==> config.mk <==
export PLATFORM = sky130hd
export DESIGN_NAME = column_cursor_ctrl
export DESIGN_NICKNAME = d
export VERILOG_FILES = /design/src/rtl/column_cursor_ctrl.sv
export SDC_FILE = /design/constraint.sdc
export NUM_CORES = 1
export LEC_CHECK = 0
export ABC_AREA = 1
export CAP_MARGIN = 20
export CORE_ASPECT_RATIO = 0.7
export CORE_MARGIN = 2
export CORE_UTILIZATION = 35
export CTS_CLUSTER_SIZE = 40
export DETAILED_ROUTE_END_ITERATION = 8
export HOLD_SLACK_MARGIN = 0.03
export PLACE_DENSITY = 0.7
export SLEW_MARGIN = 30
export SYNTH_ARGS = -nofsm -noshare
export SYNTH_HDL_FRONTEND = slang
export SYNTH_SLANG_ARGS = --single-unit
==> constraint.sdc <==
create_clock -name clk -period 3.8 [get_ports clk]
set_input_delay 0.76 -clock clk [delete_from_list [all_inputs] [get_ports clk]]
set_output_delay 0.76 -clock clk [all_outputs]
set_load 0.02 [all_outputs]
==> src/rtl/column_cursor_ctrl.sv <==
// Column cursor and drop-request controller for a column-drop game.
// Button enable edges move the cursor or raise a drop request toward the board logic.
module column_cursor_ctrl #(
    parameter int unsigned NUM_COLS  = 7,
    parameter int unsigned COL_W     = 3,
    parameter int unsigned START_COL = 3
) (
    input  logic                clk,
    input  logic                rst,
    input  logic                left_en,
    input  logic                right_en,
    input  logic                drop_en,
    input  logic [NUM_COLS-1:0] col_full,
    input  logic                drop_ack,
    output logic [COL_W-1:0]    cursor_col,
    output logic                player,
    output logic                drop_req,
    output logic [COL_W-1:0]    drop_col,
    output logic                drop_player,
    output logic                reject,
    output logic                board_full
);

    typedef enum logic [1:0] {StIdle, StWaitAck, StFull} state_e;

    localparam logic [COL_W-1:0] LastCol  = COL_W'(NUM_COLS - 1);
    localparam logic [COL_W-1:0] StartCol = COL_W'(START_COL);

    state_e           r_state, w_state;
    logic             r_prev_left, r_prev_right, r_prev_drop;
    logic [COL_W-1:0] r_cursor, w_cursor;
    logic             r_player, w_player;
    logic             r_drop_req, w_drop_req;
    logic [COL_W-1:0] r_drop_col, w_drop_col;
    logic             r_drop_player, w_drop_player;
    logic             r_reject, w_reject;
    logic             r_board_full, w_board_full;

    logic w_edge_left, w_edge_right, w_edge_drop, w_sel_full;

    assign w_edge_left  = left_en & ~r_prev_left;
    assign w_edge_right = right_en & ~r_prev_right;
    assign w_edge_drop  = drop_en & ~r_prev_drop;
    assign w_sel_full   = col_full[r_cursor];

    always_comb begin
        w_state       = r_state;
        w_cursor      = r_cursor;
        w_player      = r_player;
        w_drop_req    = r_drop_req;
        w_drop_col    = r_drop_col;
        w_drop_player = r_drop_player;
        w_reject      = 1'b0;
        w_board_full  = r_board_full;
        unique case (r_state)
            StIdle: begin
                if (&col_full) begin
                    w_state      = StFull;
                    w_board_full = 1'b1;
                end else if (w_edge_drop && !w_sel_full) begin
                    w_state       = StWaitAck;
                    w_drop_req    = 1'b1;
                    w_drop_col    = r_cursor;
                    w_drop_player = r_player;
                end else if (w_edge_drop) begin
                    w_reject = 1'b1;
                end else if (w_edge_left && w_edge_right) begin
                    w_cursor = r_cursor;
                end else if (w_edge_left) begin
                    // Explicit wrap: NUM_COLS need not be a power of two
                    w_cursor = (r_cursor == '0) ? LastCol : r_cursor - 1'b1;
                end else if (w_edge_right) begin
                    w_cursor = (r_cursor == LastCol) ? '0 : r_cursor + 1'b1;
                end
            end
            StWaitAck: begin
                if (drop_ack) begin
                    w_state    = StIdle;
                    w_drop_req = 1'b0;
                    w_player   = ~r_player;
                end
            end
            StFull: begin
                w_drop_req   = 1'b0;
                w_board_full = 1'b1;
            end
            default: begin
                w_state = StIdle;
            end
        endcase
    end

    always_ff @(posedge clk or posedge rst) begin
        if (rst) begin
            r_state       <= StIdle;
            // Enables held high across reset must be seen low before counting as a press
            r_prev_left   <= 1'b1;
            r_prev_right  <= 1'b1;
            r_prev_drop   <= 1'b1;
            r_cursor      <= StartCol;
            r_player      <= 1'b0;
            r_drop_req    <= 1'b0;
            r_drop_col    <= '0;
            r_drop_player <= 1'b0;
            r_reject      <= 1'b0;
            r_board_full  <= 1'b0;
        end else begin
            r_state       <= w_state;
            r_prev_left   <= left_en;
            r_prev_right  <= right_en;
            r_prev_drop   <= drop_en;
            r_cursor      <= w_cursor;
            r_player      <= w_player;
            r_drop_req    <= w_drop_req;
            r_drop_col    <= w_drop_col;
            r_drop_player <= w_drop_player;
            r_reject      <= w_reject;
            r_board_full  <= w_board_full;
        end
    end

    assign cursor_col  = r_cursor;
    assign player      = r_player;
    assign drop_req    = r_drop_req;
    assign drop_col    = r_drop_col;
    assign drop_player = r_drop_player;
    assign reject      = r_reject;
    assign board_full  = r_board_full;

endmodule
==> out/qor.yml, run 1 <==
grt-ovfl-total: 0
ant_nets: 0
max_freq_mhz: 440.9
synthesis.area_sq_mm: 0.001046
rsz0062_at_grt: "no"
track_usage: 0.1372
p_int_uw: 531.4
top_layer: "met4"
synth_enable_flop_cells: 0
tightestPinTransition_ns: 0.5937
path_delay_family: "buffers and inverters"
synthArstFlopShare: 1.000
dieArea_sq_mm: 0.003449
drc: 0
clkPwrFrac: 0.160
final.min_clock_period_ns: 2.268
arrival_ns: 1.51
wl_met1_um: 934
die_w_um: 69.34
drt-initial-drc-count: 21
irDropWorstVdd_mv: 0.3493
netlist_instances: 123
synth_warnings: 0
wl_met3_um: 105
fin_skew_ns: 0.003299
clockBufferDepth: 2
diodes: 0
cts_sinks: 16
switchingPower_uw: 394.6
period_share: 0.5968
place.gp.congestion: 0.8251
syn_area_per_cell_sq_um: 8.504
slowest_delay_ns: 0.64
hp-class: "reg2reg"
fin_tns_setup_ns: 0
cts_tree: "yes"
grt_max_degree: 17
hold_viol: 0
cellLeakagePower_uw: 0.0006831
cp_data_required_time_ns: 3.04
wl_per_cell_um: 11.28
final_cell_mix: "nand2_1, clkdlybuf4s50_1, inv_1"
h-tree-depth: 1
power_uw: 926.0
final_cells: 186
grt_pass1_wl_um: 3760
drt_pass1_iterations: 4
cp-start-kind: "flip-flop"
clk_latency_ns: 0.25
dpl_cell_area_sq_mm: 0.001321
vias_per_cell: 4.715
ys_ff_latch: 16
core-area_sq_mm: 0.002823
switching_share: 0.4262
postCtsSetupRepairBufs: 0
dp_cells: 182
vias: 877
crit_type: "reg2out"
hpwl_um: 1740
path_clk_slew_ns: 0.06
die_y_um: 49.74
maxSlewViolCount: 0
worstPathCellList: "clkdlybuf4s50_1"
pwr-share-seq: 0.310
p_comb_frac: 0.530
nets: 172
hold_buffers: 0
crit_path_max_fanout: 8
yosysSeqAreaShare: 0.3888
maxCapViolations: 0
worst_setup_path_end_kind: "primary output"
stdcell_area_sq_mm: 0.001376
num_io_pins: 24
cts_buffers: 3
wl_um: 2098
syn2layout_area_growth_pct: 31.58
cp_slowest_cell: "clkdlybuf4s50_1"
path_buf_inv: 1
std_cell_rows: 16
relSlewSlack: 0.6038
power.density_mw_per_mm2: 672.8
io_buffers: 23
yosysUniqueCellTypes: 26
grt_antenna_before_repair: 0
cts-root-buf: "clkbuf_8"
synth_nets: 144
initial_core_util: 0.3706
status: "complete, no violations"
reg2regPathDepth: 7
critical_path_cell_count: 1
ctsResizeCount: 0
grt_pass1_vias: 863
drive_above_1_share: 0.1867
synth-main-ff-cell: "dfrtp_1"
wl_met2_um: 1041
layout_commonest_cell: "nand2_1"
holdPathStages: 2
setup_viol: 0
[power by group through the flow]
stage | Combinational (uW) | Sequential, uW | Clock, uW
6_report | 491 | 287 | 148
2_1_floorplan | 275 | 337 | 0
4_1_cts | 496 | 289 | 153
3_5_place_dp | 494 | 291 | 0
3_3_place_gp | 475 | 288 | 0
5_1_grt | 546 | 298 | 162
[cell type report]
cell class	instances	area, sq um
Clock buffer	4	55.05
Timing Repair Buffer	23	230.2
Inverter	25	93.84
Sequential cell	16	406.6
Tap cell	36	45.04
Fill cell	259	1446
Multi-Input combinational cell	82	545.5
[synthesized netlist by cell type (2+ instances only)]
cell type | instances | area (sq um)
a21oi_1 | 4 | 20.02
dfrtp_1 | 11 | 275.3
dfstp_2 | 5 | 131.4
ha_1 | 8 | 100.1
inv_1 | 20 | 75.07
inv_2 | 4 | 15.01
nand2_1 | 28 | 105.1
nand2_4 | 4 | 45.04
nand3_1 | 6 | 30.03
nand3_2 | 4 | 40.04
nand4_1 | 3 | 18.77
nor2_1 | 3 | 11.26
o21ai_0 | 4 | 20.02
o21ai_1 | 6 | 30.03
xor2_1 | 2 | 17.52
[registers in the layout (all words and copies together) (netlist names)]
| register | flops |
|---|---|
| drop_col | 3 |
| player | 1 |
| r_prev_drop | 1 |
| r_prev_right | 1 |
| r_state | 2 |
| board_full | 1 |
| reject | 1 |
| drop_player | 1 |
| cursor_col | 3 |
| r_prev_left | 1 |
| drop_req | 1 |
[routing by layer]
metal / up-vias / global-route usage
met2: 18 / 0.2388
met1: 415 / 0.1696
li1: 442 / -
met4: 0 / 0.02941
met5: - / 0
met3: 2 / 0.04090
[final timing paths]
path	start	endpoint	slack (ns)
worst max-delay path	cursor_col[0]	cursor_col[0]	1.53
worst min-delay path	drop_req	drop_req	0.49
worst max register to register	cursor_col[0]	cursor_col[1]	2.15
worst min register to register	drop_req	drop_req	0.49
max in group asynchronous	rst	cursor_col[2]	2.53
min in group asynchronous	rst	drop_player	0.88
[kinds of logic after synthesis]
group           after synthesis  share of synthesized area
fa+ha+maj                     8                    0.09570
compound gates               16                    0.08972
simple gates                 56                     0.3194
flops                        16                     0.3888
xor+xnor                      2                    0.01675
buf+inv                      25                    0.08970
[through the flow]
stage	utilization	worst slack (ns)	hold slack, ns
2_1_floorplan	-	2.254	0.4658
4_1_cts	0.4876	1.519	0.4999
6_report	0.4876	1.532	0.4928
3_5_place_dp	0.4681	1.650	0.4833
5_1_grt	0.4876	1.488	0.5195
3_3_place_gp	0.4681	1.696	0.4726
(Power assumes the default switching activity.)
==> inputs of run 2 (changes only) <==
==> constraint.sdc (replaced) <==
create_clock -name clk -period 2.15 [get_ports clk]
set_input_delay 0.43 -clock clk [delete_from_list [all_inputs] [get_ports clk]]
set_output_delay 0.43 -clock clk [all_outputs]
set_load 0.02 [all_outputs]
==> out/qor.yml, run 2 (synthesized netlist as in run 1, its figures left out) <==
cp_data_required_time_ns: 1.72  # was 3.04 ns
syn2layout_area_growth_pct: 31.58  # unchanged
irDropWorstVdd_mv: 0.4961  # was 0.3493 mV
wl_per_cell_um: 10.96  # was 11.28 um
num_io_pins: 24  # unchanged
std_cell_rows: 16  # unchanged
arrival_ns: 1.51  # about the same
clkPwrFrac: 0.166  # was 0.160
ctsResizeCount: 0  # unchanged
wl_met1_um: 947  # was 934 um
dp_cells: 182  # unchanged
status: "complete, no violations"  # unchanged
rsz0062_at_grt: "no"  # unchanged
reg2reg_to: "cursor_col[1]"  # unchanged
r2r_setup_slack_ns: 0.52  # was 2.15 ns
fin_skew_ns: 0.004724  # was 0.003299 ns
holdPathStages: 2  # unchanged
grt_pass1_vias: 867  # was 863
maxCapViolations: 0  # unchanged
die_y_um: 49.74  # unchanged
setup_viol: 0  # unchanged
postCtsSetupRepairBufs: 0  # unchanged
grt_antenna_before_repair: 0  # unchanged
drt-initial-drc-count: 13  # was 21
hold_buffers: 0  # unchanged
path_delay_family: "buffers and inverters"  # unchanged
hold_viol: 0  # unchanged
clk_latency_ns: 0.26  # was 0.25 ns
multi_input_area_sq_um: 545.5  # unchanged
grt_pass1_wl_um: 3691  # was 3760 um
hp-class: "reg2reg"  # unchanged
cts_buffers: 3  # unchanged
reg2regPathDepth: 7  # unchanged
switchingPower_uw: 697.8  # was 394.6 uW
cts_sinks: 16  # unchanged
max_freq_mhz: 516.0
wl_um: 2038  # was 2098 um
cp_slowest_cell: "clkdlybuf4s50_1"  # unchanged
crit_path_max_fanout: 8  # unchanged
switching_share: 0.4262  # about the same
ant_nets: 0  # unchanged
hold_end: "drop_col[1]"  # was drop_req
power_uw: 1637  # was 926.0 uW
vias_per_cell: 4.570  # was 4.715
grt-ovfl-total: 0  # unchanged
final_cells: 186  # unchanged
timing.rr.start: "cursor_col[0]"  # unchanged
path_buf_inv: 1  # unchanged
power.density_mw_per_mm2: 1190  # was 672.8 mW/mm^2
p_comb_frac: 0.526  # was 0.530
drc: 0  # unchanged
pwr-share-seq: 0.308  # was 0.310
final_cell_mix: "nand2_1, clkdlybuf4s50_1, inv_1"  # unchanged
layout_commonest_cell: "nand2_1"  # unchanged
place.gp.congestion: 0.8265  # was 0.8251
clockBufferDepth: 2  # unchanged
cp-start-kind: "flip-flop"  # unchanged
drive_above_1_share: 0.1867  # unchanged
grt_max_degree: 17  # unchanged
diodes: 0  # unchanged
vias: 850  # was 877
h-tree-depth: 1  # unchanged
path_clk_slew_ns: 0.07  # was 0.06 ns
worstHoldStart: "drop_col[1]"  # was drop_req
worstPathCellList: "clkdlybuf4s50_1"  # unchanged
cellLeakagePower_uw: 0.0006831  # unchanged
core-area_sq_mm: 0.002823  # unchanged
die_w_um: 69.34  # unchanged
worst_setup_path_end_kind: "primary output"  # unchanged
slowest_delay_ns: 0.64  # about the same
initial_core_util: 0.3706  # unchanged
top_layer: "met4"  # unchanged
period_share: 0.9013
final.min_clock_period_ns: 1.938
tightestPinTransition_ns: 0.6023  # was 0.5937 ns
p_int_uw: 939.5  # was 531.4 uW
crit_type: "reg2out"  # unchanged
nets: 172  # unchanged
track_usage: 0.1368  # was 0.1372
wl_met2_um: 963  # was 1041 um
wl_met3_um: 92  # was 105 um
nFillCells: 263  # was 259
cts-root-buf: "clkbuf_8"  # unchanged
io_buffers: 23  # unchanged
relSlewSlack: 0.5980  # was 0.6038
seqCellArea_sq_um: 406.6  # unchanged
hpwl_um: 1672  # was 1740 um
drt_pass1_iterations: 4  # unchanged
cts_tree: "yes"  # unchanged
maxSlewViolCount: 0  # unchanged
fin_tns_setup_ns: 0  # unchanged
dieArea_sq_mm: 0.003449  # unchanged
[run 2: layer usage]
layer | global-route usage | vias up
met3 | 0.04499 | 5
li1 | - | 441
met5 | 0 | -
met1 | 0.1684 | 383
met4 | 0.05556 | 0
met2 | 0.2228 | 21
[run 2: worst max-delay path by stage]
stage,start,end,cells past startpoint
after floorplan,cursor_col[0],cursor_col[1],7
after global placement,left_en,cursor_col[2],9
after detailed placement,left_en,cursor_col[2],9
after CTS,cursor_col[0],cursor_col[0],1
after global routing,cursor_col[0],cursor_col[0],1
final,cursor_col[0],cursor_col[0],1
[run 2: area by class of cell]
| cell class | count | share of cell area |
|---|---|---|
| inverter | 25 | 0.06818 |
| tap | 36 | 0.03273 |
| clock buffer | 4 | 0.04000 |
| multi-input combinational | 82 | 0.3964 |
| timing repair buffer | 23 | 0.1673 |
| sequential | 16 | 0.2955 |
[run 2: tightest hold or removal path: cells and delay by family, from the launching register on]
kind | cells | cell delay (ns)
flops | 1 | 0.35
simple gates | 1 | 0.05
compound gates | 1 | 0.06
[run 2: power groups by stage]
stage          logic [uW]  clock network, uW  registers [uW]
6_report              861                271             505
5_1_grt               963                293             529
4_1_cts               868                279             507
3_5_place_dp          865                  0             512
3_3_place_gp          839                  0             509
2_1_floorplan         486                  0             595
[run 2: metrics by stage]
step,setup slack (ns),hold WS (ns),utilization,cell area [sq um]
after floorplan,0.6509,0.3402,-,1046
after global placement,0.3759,0.4726,0.4681,1321
after detailed placement,0.2925,0.4833,0.4681,1321
after CTS,0.1985,0.5003,0.4876,1376
after global routing,0.1649,0.5385,0.4876,1376
final,0.2121,0.4948,0.4876,1376
==> inputs of run 3 (changes only) <==
--- a/config.mk
+++ b/config.mk
@@ -6,6 +6,7 @@
 export NUM_CORES = 1
 export LEC_CHECK = 0
 export ABC_AREA = 1
+export ABC_CLOCK_PERIOD_IN_PS = 2150
 export CAP_MARGIN = 20
 export CORE_ASPECT_RATIO = 0.7
 export CORE_MARGIN = 2
@@ -13,7 +14,7 @@
 export CTS_CLUSTER_SIZE = 40
 export DETAILED_ROUTE_END_ITERATION = 8
 export HOLD_SLACK_MARGIN = 0.03
-export PLACE_DENSITY = 0.7
+export SETUP_SLACK_MARGIN = 0.02
 export SLEW_MARGIN = 30
 export SYNTH_ARGS = -nofsm -noshare
 export SYNTH_HDL_FRONTEND = slang
==> out/qor.yml, run 3 (synthesized netlist as in run 1, its figures left out) <==
r2r_setup_slack_ns: 0.55  # was 0.52 ns
hold_buffers: 0  # unchanged
clkPwrFrac: 0.165  # was 0.166
die_w_um: 69.34  # unchanged
cts_sinks: 16  # unchanged
drc: 0  # unchanged
relSlewSlack: 0.5734  # was 0.5980
cts_buffers: 3  # unchanged
grt_max_degree: 17  # unchanged
reg2reg_to: "cursor_col[1]"  # unchanged
maxCapViolations: 0  # unchanged
grt_pass1_wl_um: 3684  # was 3691 um
io_buffers: 23  # unchanged
track_usage: 0.1377  # was 0.1368
fin_skew_ns: 0.008078  # was 0.004724 ns
cellLeakagePower_uw: 0.0006831  # unchanged
hp-class: "reg2reg"  # unchanged
final.min_clock_period_ns: 1.930  # was 1.938 ns
die_y_um: 49.74  # unchanged
path_buf_inv: 1  # unchanged
ctsResizeCount: 0  # unchanged
switching_share: 0.4316  # was 0.4262
drt-initial-drc-count: 44  # was 13
cp_data_required_time_ns: 1.72  # about the same
drive_above_1_share: 0.1867  # unchanged
vias_per_cell: 4.640  # was 4.570
nFillCells: 280  # was 263
p_comb_frac: 0.526  # about the same
clockBufferDepth: 2  # unchanged
critical_path_cell_count: 1  # unchanged
rsz0062_at_grt: "no"  # unchanged
worstHoldStart: "drop_col[0]"  # was drop_col[1]
crit_type: "reg2out"  # unchanged
irDropWorstVdd_mv: 0.4894  # was 0.4961 mV
cts_tree: "yes"  # unchanged
ant_nets: 0  # unchanged
timing.rr.start: "cursor_col[0]"  # unchanged
hold_end: "drop_col[0]"  # was drop_col[1]
wl_um: 2160  # was 2038 um
grt_pass1_vias: 820  # was 867
syn2layout_area_growth_pct: 31.58  # unchanged
slowest_delay_ns: 0.63  # was 0.64 ns
setup_viol: 0  # unchanged
num_io_pins: 24  # unchanged
path_clk_slew_ns: 0.07  # about the same
max_freq_mhz: 518.1  # was 516.0 MHz
hold_viol: 0  # unchanged
holdPathStages: 2  # unchanged
nets: 172  # unchanged
initial_core_util: 0.3706  # unchanged
status: "complete, no violations"  # unchanged
clk_latency_ns: 0.25  # was 0.26 ns
wl_per_cell_um: 11.61  # was 10.96 um
whs_ns: 0.4987  # was 0.4948 ns
reg2regPathDepth: 7  # unchanged
pwr-share-seq: 0.309  # was 0.308
vias: 863  # was 850
grt_antenna_before_repair: 0  # unchanged
worstPathCellList: "clkdlybuf4s50_1"  # unchanged
period_share: 0.8977  # was 0.9013
stdcell_area_sq_mm: 0.001376  # unchanged
cts-root-buf: "clkbuf_8"  # unchanged
path_delay_family: "buffers and inverters"  # unchanged
layout_commonest_cell: "nand2_1"  # unchanged
h-tree-depth: 1  # unchanged
cp_slowest_cell: "clkdlybuf4s50_1"  # unchanged
fin_tns_setup_ns: 0  # unchanged
arrival_ns: 1.50  # was 1.51 ns
p_int_uw: 939.7  # was 939.5 uW
drt_pass1_iterations: 4  # unchanged
maxSlewViolCount: 0  # unchanged
std_cell_rows: 16  # unchanged
final_cell_mix: "nand2_1, clkdlybuf4s50_1, inv_1"  # unchanged
cp-start-kind: "flip-flop"  # unchanged
worst_setup_path_end_kind: "primary output"  # unchanged
tightestPinTransition_ns: 0.6392  # was 0.6023 ns
diodes: 0  # unchanged
switchingPower_uw: 713.6  # was 697.8 uW
power.density_mw_per_mm2: 1201  # was 1190 mW/mm^2
grt-ovfl-total: 0  # unchanged
crit_path_max_fanout: 8  # unchanged
core-area_sq_mm: 0.002823  # unchanged
dpl_cell_area_sq_mm: 0.001321  # unchanged
dieArea_sq_mm: 0.003449  # unchanged
postCtsSetupRepairBufs: 0  # unchanged
hpwl_um: 1653  # was 1672 um
place.gp.congestion: 0.7267  # was 0.8265
[run 3: cell counts in the layout (fill, tap and decap cells not counted)]
No cell type changed its count.
[run 3: power groups by stage]
stage	sequential (uW)	combinational, uW	clock, uW
floorplan	595	486	0
global placement	513	847	0
detailed placement	515	870	0
CTS	512	878	282
global route	528	972	295
finish	511	870	272
[run 3: metal layers]
metal | up-vias | global-route usage | wire, um
li1 | 441 | - | -
met1 | 394 | 0.1801 | 1029
met2 | 28 | 0.2276 | 969
met3 | 0 | 0.05930 | 162
met4 | 0 | 0 | 0
met5 | - | 0 | 0
[run 3: worst register-to-register path, delay by kind of cell (launching register included)]
kind | cells | cell delay [ns]
AO/OA/AOI/OAI | 3 | 0.40
adder cells (fa/ha/maj) | 1 | 0.23
buffers and inverters | 1 | 0.12
flip-flops | 1 | 0.62
AND/OR/NAND/NOR | 2 | 0.17
[run 3: how the worst max path moves through the flow]
stage                             start             to
after detailed placement    col_full[1]       drop_req
after global routing      cursor_col[0]  cursor_col[0]
after floorplan           cursor_col[0]  cursor_col[1]
after CTS                 cursor_col[0]  cursor_col[0]
final                     cursor_col[0]  cursor_col[0]
after global placement          left_en  cursor_col[2]
[run 3: cell type report]
cell class | count | area (sq um) | area share
multi-input combinational | 82 | 545.5 | 0.3964
sequential | 16 | 406.6 | 0.2955
timing repair buffer | 23 | 230.2 | 0.1673
inverter | 25 | 93.84 | 0.06818
clock buffer | 4 | 55.05 | 0.04000
tap | 36 | 45.04 | 0.03273
[run 3: per-stage QoR]
stage	worst slack (ns)	instances	util	power [uW]
global placement	0.3589	182	0.4681	1360
detailed placement	0.3749	182	0.4681	1386
CTS	0.2099	186	0.4876	1672
global route	0.1839	186	0.4876	1795
floorplan	0.6509	123	-	1081
finish	0.2199	186	0.4876	1653
